$ cat config.mk
export PLATFORM = sky130hd
export DESIGN_NAME = mbist_march_ctrl_flat
export DESIGN_NICKNAME = d
export VERILOG_FILES = /design/src/rtl/mbist_pkg.sv /design/src/rtl/mbist_march_ctrl_if.sv /design/src/rtl/mbist_rd_cmp.sv /design/src/rtl/mbist_march_ctrl.sv /design/src/flat_wrapper.sv
export SDC_FILE = /design/constraint.sdc
export NUM_CORES = 1
export LEC_CHECK = 0
export ABC_CLOCK_PERIOD_IN_PS = 3100
export CORE_MARGIN = 2
export CORE_UTILIZATION = 30
export CTS_BUF_LIST = sky130_fd_sc_hd__clkbuf_4 sky130_fd_sc_hd__clkbuf_8
export DETAILED_ROUTE_END_ITERATION = 12
export HOLD_SLACK_MARGIN = 0.05
export PLACE_DENSITY_LB_ADDON = 0.15
export SYNTH_ARGS = -nofsm -noshare
export SYNTH_HDL_FRONTEND = slang
export SYNTH_SLANG_ARGS = --single-unit
export TNS_END_PERCENT = 5
$ cat constraint.sdc
create_clock -name clk -period 3.1 [get_ports clk]
set_input_delay 0.62 -clock clk [delete_from_list [all_inputs] [get_ports clk]]
set_output_delay 0.62 -clock clk [all_outputs]
set_load 0.01 [all_outputs]
$ cat src/rtl/mbist_pkg.sv
// Shared types and March C- element tables for the MBIST controller.
// Elements: E0 up w0, E1 up r0w1, E2 up r1w0, E3 dn r0w1, E4 dn r1w0, E5 up r0.
package mbist_pkg;

  typedef enum logic [1:0] {
    IDLE,
    RUN,
    DRAIN,
    DONE
  } state_t;

  localparam logic [2:0] E0 = 3'd0;
  localparam logic [2:0] E1 = 3'd1;
  localparam logic [2:0] E2 = 3'd2;
  localparam logic [2:0] E3 = 3'd3;
  localparam logic [2:0] E4 = 3'd4;
  localparam logic [2:0] E5 = 3'd5;

  localparam logic OP_R = 1'b0;
  localparam logic OP_W = 1'b1;

  function automatic logic elem_down(input logic [2:0] e);
    return (e == E3) || (e == E4);
  endfunction

  function automatic logic [1:0] elem_nops(input logic [2:0] e);
    return ((e == E0) || (e == E5)) ? 2'd1 : 2'd2;
  endfunction

  function automatic logic elem_op(
    input logic [2:0] e,
    input logic       idx
  );
    logic op;
    op = idx ? OP_W : OP_R;
    if (e == E0) op = OP_W;
    if (e == E5) op = OP_R;
    return op;
  endfunction

  // Background bit for op idx: read expects the old value, write sets the new one.
  function automatic logic elem_bg(
    input logic [2:0] e,
    input logic       idx
  );
    logic bg;
    bg = 1'b0;
    if ((e == E1) || (e == E3)) bg = idx;
    if ((e == E2) || (e == E4)) bg = ~idx;
    return bg;
  endfunction

endpackage

$ cat src/rtl/mbist_march_ctrl_if.sv
// Single-port test memory bus between the MBIST controller and the memory.
interface mbist_march_ctrl_if #(
  parameter int DATA_WIDTH = 8,
  parameter int ADDR_WIDTH = 4
);

  logic                  write_read;
  logic [ADDR_WIDTH-1:0] address;
  logic [DATA_WIDTH-1:0] wdata;
  logic [DATA_WIDTH-1:0] rdata;

  modport master (
    output write_read,
    output address,
    output wdata,
    input  rdata
  );

  modport slave (
    input  write_read,
    input  address,
    input  wdata,
    output rdata
  );

endinterface

$ cat src/rtl/mbist_rd_cmp.sv
// Read-check pipeline, comparator and first-fail capture.
// MBIST_FAIL_CNT_EN adds a saturating mismatch counter.
module mbist_rd_cmp
  import mbist_pkg::*;
#(
  parameter int DATA_WIDTH = 8,
  parameter int ADDR_WIDTH = 4,
  parameter int RD_LATENCY = 2
) (
  input  logic                  clk,
  input  logic                  rst,
  input  logic                  clear,
  input  logic                  in_valid,
  input  logic                  in_bg,
  input  logic [ADDR_WIDTH-1:0] in_addr,
  input  logic [2:0]            in_elem,
  input  logic [DATA_WIDTH-1:0] rdata,
`ifdef MBIST_FAIL_CNT_EN
  output logic [15:0]           fail_cnt,
`endif
  output logic                  fail,
  output logic [ADDR_WIDTH-1:0] fail_addr,
  output logic [2:0]            fail_elem,
  output logic [DATA_WIDTH-1:0] fail_data
);

  logic                  pv  [RD_LATENCY];
  logic                  pbg [RD_LATENCY];
  logic [ADDR_WIDTH-1:0] pa  [RD_LATENCY];
  logic [2:0]            pe  [RD_LATENCY];
  logic                  mismatch;

  assign mismatch = pv[RD_LATENCY-1] &&
    (rdata != {DATA_WIDTH{pbg[RD_LATENCY-1]}});

  always_ff @(posedge clk or posedge rst) begin
    if (rst) begin
      for (int i = 0; i < RD_LATENCY; i++) begin
        pv[i]  <= 1'b0;
        pbg[i] <= 1'b0;
        pa[i]  <= '0;
        pe[i]  <= E0;
      end
    end else begin
      pv[0]  <= in_valid & ~clear;
      pbg[0] <= in_bg;
      pa[0]  <= in_addr;
      pe[0]  <= in_elem;
      for (int i = 1; i < RD_LATENCY; i++) begin
        pv[i]  <= pv[i-1] & ~clear;
        pbg[i] <= pbg[i-1];
        pa[i]  <= pa[i-1];
        pe[i]  <= pe[i-1];
      end
    end
  end

  // Diagnostics freeze on the first mismatch of a test.
  always_ff @(posedge clk or posedge rst) begin
    if (rst) begin
      fail      <= 1'b0;
      fail_addr <= '0;
      fail_elem <= E0;
      fail_data <= '0;
    end else if (clear) begin
      fail      <= 1'b0;
      fail_addr <= '0;
      fail_elem <= E0;
      fail_data <= '0;
    end else if (mismatch) begin
      fail <= 1'b1;
      if (!fail) begin
        fail_addr <= pa[RD_LATENCY-1];
        fail_elem <= pe[RD_LATENCY-1];
        fail_data <= rdata;
      end
    end
  end

`ifdef MBIST_FAIL_CNT_EN
  always_ff @(posedge clk or posedge rst) begin
    if (rst) begin
      fail_cnt <= '0;
    end else if (clear) begin
      fail_cnt <= '0;
    end else if (mismatch && (fail_cnt != 16'hFFFF)) begin
      fail_cnt <= fail_cnt + 16'd1;
    end
  end
`endif

endmodule

$ cat src/rtl/mbist_march_ctrl.sv
// March C- MBIST controller for a single-port memory with 1-cycle wdata lead.
// Optional MBIST_FAIL_CNT_EN exposes a saturating mismatch counter.
module mbist_march_ctrl
  import mbist_pkg::*;
#(
  parameter int DATA_WIDTH = 8,
  parameter int ADDR_WIDTH = 4,
  parameter int ADDR_LAST  = 15,
  parameter int RD_LATENCY = 2
) (
  input  logic                  clk,
  input  logic                  rst,
  input  logic                  start,
  output logic                  busy,
  output logic                  done,
  output logic                  fail,
  output logic [ADDR_WIDTH-1:0] fail_addr,
  output logic [2:0]            fail_elem,
  output logic [DATA_WIDTH-1:0] fail_data,
`ifdef MBIST_FAIL_CNT_EN
  output logic [15:0]           fail_cnt,
`endif
  mbist_march_ctrl_if.master    mem
);

  localparam logic [ADDR_WIDTH-1:0] A_LAST = ADDR_WIDTH'(ADDR_LAST);
  localparam int CW = $clog2(RD_LATENCY + 1) + 1;

  state_t                state, state_nx;
  logic [2:0]            elem;
  logic [2:0]            elem_nx;
  logic [ADDR_WIDTH-1:0] addr;
  logic                  opi;
  logic [CW-1:0]         dcnt;
  logic                  accept, run;
  logic                  op_last, addr_last;
  logic                  gen_op, gen_bg;

  logic                  cmd_valid, cmd_op, cmd_bg;
  logic [ADDR_WIDTH-1:0] cmd_addr;
  logic [2:0]            cmd_elem;

  assign run       = (state == RUN);
  assign accept    = start && ((state == IDLE) || (state == DONE));
  assign busy      = run || (state == DRAIN);
  assign done      = (state == DONE);
  assign gen_op    = elem_op(elem, opi);
  assign gen_bg    = elem_bg(elem, opi);
  assign op_last   = opi || (elem_nops(elem) == 2'd1);
  assign addr_last = elem_down(elem) ? (addr == '0) : (addr == A_LAST);
  assign elem_nx   = elem + 3'd1;

  always_ff @(posedge clk or posedge rst) begin
    if (rst) state <= IDLE;
    else     state <= state_nx;
  end

  always_comb begin
    state_nx = state;
    unique case (state)
      IDLE, DONE: if (start) state_nx = RUN;
      RUN: if ((elem == E5) && addr_last && op_last) state_nx = DRAIN;
      DRAIN: if (dcnt == CW'(RD_LATENCY)) state_nx = DONE;
      default: state_nx = IDLE;
    endcase
  end

  // All ops at one address complete before the address steps.
  always_ff @(posedge clk or posedge rst) begin
    if (rst) begin
      elem <= E0;
      addr <= '0;
      opi  <= 1'b0;
      dcnt <= '0;
    end else if (accept) begin
      elem <= E0;
      addr <= '0;
      opi  <= 1'b0;
      dcnt <= '0;
    end else if (run) begin
      if (!op_last) begin
        opi <= 1'b1;
      end else begin
        opi <= 1'b0;
        if (!addr_last) begin
          addr <= elem_down(elem) ? addr - 1'b1 : addr + 1'b1;
        end else if (elem != E5) begin
          elem <= elem_nx;
          addr <= elem_down(elem_nx) ? A_LAST : '0;
        end
      end
    end else if (state == DRAIN) begin
      dcnt <= dcnt + 1'b1;
    end
  end

  // Command stage: op/addr lag the generator so wdata leads by one cycle.
  always_ff @(posedge clk or posedge rst) begin
    if (rst) begin
      cmd_valid <= 1'b0;
      cmd_op    <= OP_R;
      cmd_bg    <= 1'b0;
      cmd_addr  <= '0;
      cmd_elem  <= E0;
    end else begin
      cmd_valid <= run;
      cmd_op    <= run ? gen_op : OP_R;
      cmd_bg    <= gen_bg;
      cmd_addr  <= run ? addr : '0;
      cmd_elem  <= elem;
    end
  end

  assign mem.write_read = cmd_op;
  assign mem.address    = cmd_addr;
  assign mem.wdata      = run ? {DATA_WIDTH{gen_bg}} : '0;

  mbist_rd_cmp #(
    .DATA_WIDTH (DATA_WIDTH),
    .ADDR_WIDTH (ADDR_WIDTH),
    .RD_LATENCY (RD_LATENCY)
  ) u_rd_cmp (
    .clk       (clk),
    .rst       (rst),
    .clear     (accept),
    .in_valid  (cmd_valid && (cmd_op == OP_R)),
    .in_bg     (cmd_bg),
    .in_addr   (cmd_addr),
    .in_elem   (cmd_elem),
    .rdata     (mem.rdata),
`ifdef MBIST_FAIL_CNT_EN
    .fail_cnt  (fail_cnt),
`endif
    .fail      (fail),
    .fail_addr (fail_addr),
    .fail_elem (fail_elem),
    .fail_data (fail_data)
  );

endmodule

$ cat src/flat_wrapper.sv
// flat-port wrapper written by rule: the top's interface ports become plain ports
module mbist_march_ctrl_flat import mbist_pkg::*;
#(
  parameter int DATA_WIDTH = 8,
  parameter int ADDR_WIDTH = 4,
  parameter int ADDR_LAST  = 15,
  parameter int RD_LATENCY = 2
)
  (clk, rst, start, busy, done, fail, fail_addr, fail_elem, fail_data, mem_write_read, mem_address, mem_wdata, mem_rdata);
  mbist_march_ctrl_if #(.DATA_WIDTH(DATA_WIDTH), .ADDR_WIDTH(ADDR_WIDTH)) mem_i ();
  input  logic clk;
  input  logic rst;
  input  logic start;
  output logic busy;
  output logic done;
  output logic fail;
  output logic [ADDR_WIDTH-1:0] fail_addr;
  output logic [2:0] fail_elem;
  output logic [DATA_WIDTH-1:0] fail_data;
  output wire logic [$bits(mem_i.write_read)-1:0] mem_write_read;
  output wire logic [$bits(mem_i.address)-1:0] mem_address;
  output wire logic [$bits(mem_i.wdata)-1:0] mem_wdata;
  input wire logic [$bits(mem_i.rdata)-1:0] mem_rdata;
  assign mem_write_read = mem_i.write_read;
  assign mem_address = mem_i.address;
  assign mem_wdata = mem_i.wdata;
  assign mem_i.rdata = mem_rdata;
  mbist_march_ctrl #(.DATA_WIDTH(DATA_WIDTH), .ADDR_WIDTH(ADDR_WIDTH), .ADDR_LAST(ADDR_LAST), .RD_LATENCY(RD_LATENCY)) u_core (.clk(clk), .rst(rst), .start(start), .busy(busy), .done(done), .fail(fail), .fail_addr(fail_addr), .fail_elem(fail_elem), .fail_data(fail_data), .mem(mem_i));
endmodule
==> flow_summary.yaml <==
run_status:
  run_status: "completed"
cells_and_area:
  seqCellArea_um2: 1426
  drive_above_1_share_pct: 12.09
  diodes: 0
  multiInputGateArea_um2: 949.7
  final_common_cell: "dfrtp_1"
  synthToLayoutAreaGrowth_pct: 27.41
  final_area_um2: 3204
  nNetsFinal: 293
  fillers: 843
  final_cell_mix: "dfrtp_1 (57), clkdlybuf4s50_1 (41), o21ai_0 (23)"
  fin_util_pct: 39.20
timing:
  setup_viol_count_final: 0
  fmax_mhz: 349.8
  fin_crit_ps: 2859
  slew_violations: 0
  fin_tns_setup_ps: 0
  fin_crit_sh_pct: 92.22
  hold_viol_final: 0
  worst_pin_slew_ps: 576.5
  slew_headroom_pct: 61.51
  grt_setup_unrepaired: "false"
  clock-skew-final_ps: 6.055
synthesis:
  synth_top_flop_cell: "dfrtp_1"
  synthCells: 226
  synthTopCellsByArea: "dfrtp_1 (57%), ha_1 (6.5%), o21ai_0 (4.6%)"
  synth_top_area_share_pct: 56.72
  yosysWarnings: 0
  ys_ff_latch: 57
  async_reset_ff_share_pct: 100.0
  syn_area_um2: 2515
  synth_cell_type_count: 40
  synth_seq_area_share_pct: 56.72
  synth_edf_count: 0
  syn_avg_cell_area_um2: 11.13
  synth.largest_area_cell: "dfrtp_1"
  syn-num-nets: 251
power_and_ir_drop:
  leakagePower_nw: 1.476
  sw_frac_of_total_pct: 21.49
  power_frac_comb_pct: 3.7
  ir_drop_mv: 0.1877
  power_frac_clock_pct: 46.0
  internal_power_mw: 1.176
  p_switching_mw: 0.3218
  power.density_nw_per_um2: 467.3
  sequentialPowerShare_pct: 50.3
placement:
  place_congestion: 0.7497
  placedInstanceArea_um2: 3003
  port_buffers: 41
  place_hpwl_um: 3378
die:
  core_um2: 8175
  initial_core_util_pct: 30.76
  die_area_um2: 9132
  num_rows: 33
  num_io_pins: 42
  die_h_um: 95.56
  die_width_um: 95.56
drt:
  drtAntennaViolNets: 0
  drtIter0Drc: 39
  drc_errors: 0
  vias: 1718
  routedWlPerCell_um: 12.71
  wl_um: 4803
  drt_first_pass_iters: 4
  via_per_inst: 4.545
critical_path:
  ff2ff_path_depth: 9
  cp.required_ps: 2480
  r2r-end: "u_core.addr[3]"
  cp.arrival_ps: 2240
  timing.reg2reg.setup_slack_ps: 680
  path_max_fanout: 8
  worstReg2RegStart: "u_core.elem[0]"
  setup.worst_path.start: "u_core.elem[0]"
  crit_path_start_kind: "flop"
  worstSetupEndpointType: "primary output"
  path_class: "reg -> out"
  endpoint: "mem_wdata[0]"
cts:
  cts_tree: "built"
  cts_buffers: 9
  clock_path_buffers: 2
  htreeDepth: 3
  clk_pin_slew_ps: 70
  cts.sinks: 57
  clk_latency_ps: 320
  cts_root_buffer: "clkbuf_8"
grt:
  grt_max_degree: 32
  antenna_found_initial: 0
  grt_pass1_vias: 1631
  grt.overflow.total: 0
  grt_usage_pct: 11.62
  grt_first_pass_wirelength_um: 7955
hold_path:
  holdCritPathClass: "reg -> reg"
job:
  cap_viol_max_count: 0
-- flip-flops by register name, summed over array words and instances (netlist names), 4 cells and up --
signal                     cells
u_core.u_rd_cmp.fail_data      8
u_core.u_rd_cmp.pa             8
u_core.u_rd_cmp.pe             6
u_core.addr                    4
u_core.mem.address             4
u_core.u_rd_cmp.fail_addr      4
-- cell usage after synthesis, types with 2 or more instances --
cell type and instances:
dfrtp_1 57, o21ai_0 23, nand2_1 21, nand3_1 19, ha_1 13, inv_1 13, nor2_1 11, and2_1 9
a21oi_1 7, buf_4 7, clkbuf_1 6, mux2_4 4, mux2i_1 3, nor3_1 3, a32o_1 2, o21ai_1 2
o22ai_1 2, xor2_1 2
-- per-layer routing --
metal  part of all wire (%)  up-vias  GRT usage, %
met5                      0        -             0
met1                     47      829         14.69
met4                    1.6        0         5.000
met3                    6.0        7         4.822
li1                       -      844             -
met2                     45       38         17.42
-- timing repair --
action,CTS,global route
endpoints found under the setup margin,0,8
hold buffers,0,0
setup buffers,0,0
resized for setup,0,1
endpoints found under the hold margin,0,0
-- worst max-delay path, stage by stage, from the launching register on --
cell	delay (ps)
dfrtp_1	430
inv_1	120
ha_1	220
nor3_1	130
a21oi_1	60
o22ai_1	160
and2_2	240
clkdlybuf4s50_1	560
-- metrics by stage --
stage	setup WS (ps)	total power [mW]	hold WS, ps	cells
CTS	125.1	1.528	344.2	378
detailed placement	499.9	0.8241	336.3	362
floorplan	857.8	0.7875	331.2	226
global placement	559.7	0.8244	331.9	362
global route	64.43	1.572	340.4	378
finish	241.2	1.497	345.0	378
-- logic make-up after synthesis --
| kind of cell | synth area share, % |
|---|---|
| and+or+nand+nor | 15.12 |
| buffers and inverters | 5.572 |
| xor gates and xnor gates | 1.045 |
| DFF | 56.72 |
| AOI/OAI and AO/OA | 9.801 |
| adders and majority gates | 7.264 |
| muxes | 4.478 |
-- worst min-delay path by stage --
stage	slack, ps	cells after the start	to	from
after floorplan	330	0	u_core.u_rd_cmp.pa[0]	u_core.u_rd_cmp.pa[4]
after global placement	330	0	u_core.u_rd_cmp.pe[2]	u_core.u_rd_cmp.pe[5]
after detailed placement	340	0	u_core.u_rd_cmp.pbg[0]	u_core.u_rd_cmp.pbg[1]
after CTS	340	0	u_core.u_rd_cmp.pe[5]	u_core.cmd_elem[2]
after global routing	340	0	u_core.u_rd_cmp.pe[5]	u_core.cmd_elem[2]
final	350	0	u_core.u_rd_cmp.pe[2]	u_core.u_rd_cmp.pe[5]
-- power groups by stage --
stage	combinational (mW)	clock [mW]	sequential, mW
detailed placement	0.0574	0	0.767
finish	0.0557	0.689	0.753
global route	0.0626	0.757	0.753
floorplan	0.0180	0	0.770
global placement	0.0579	0	0.766
CTS	0.0578	0.718	0.753
-- layout make-up --
class / count / share of cell area, %
Clock buffer: 11 / 4.529
Clock inverter: 5 / 1.718
Inverter: 13 / 1.523
Multi-Input combinational cell: 141 / 29.64
Sequential cell: 57 / 44.51
Tap cell: 105 / 4.100
Timing Repair Buffer: 46 / 13.98
(Power assumes the default switching activity.)
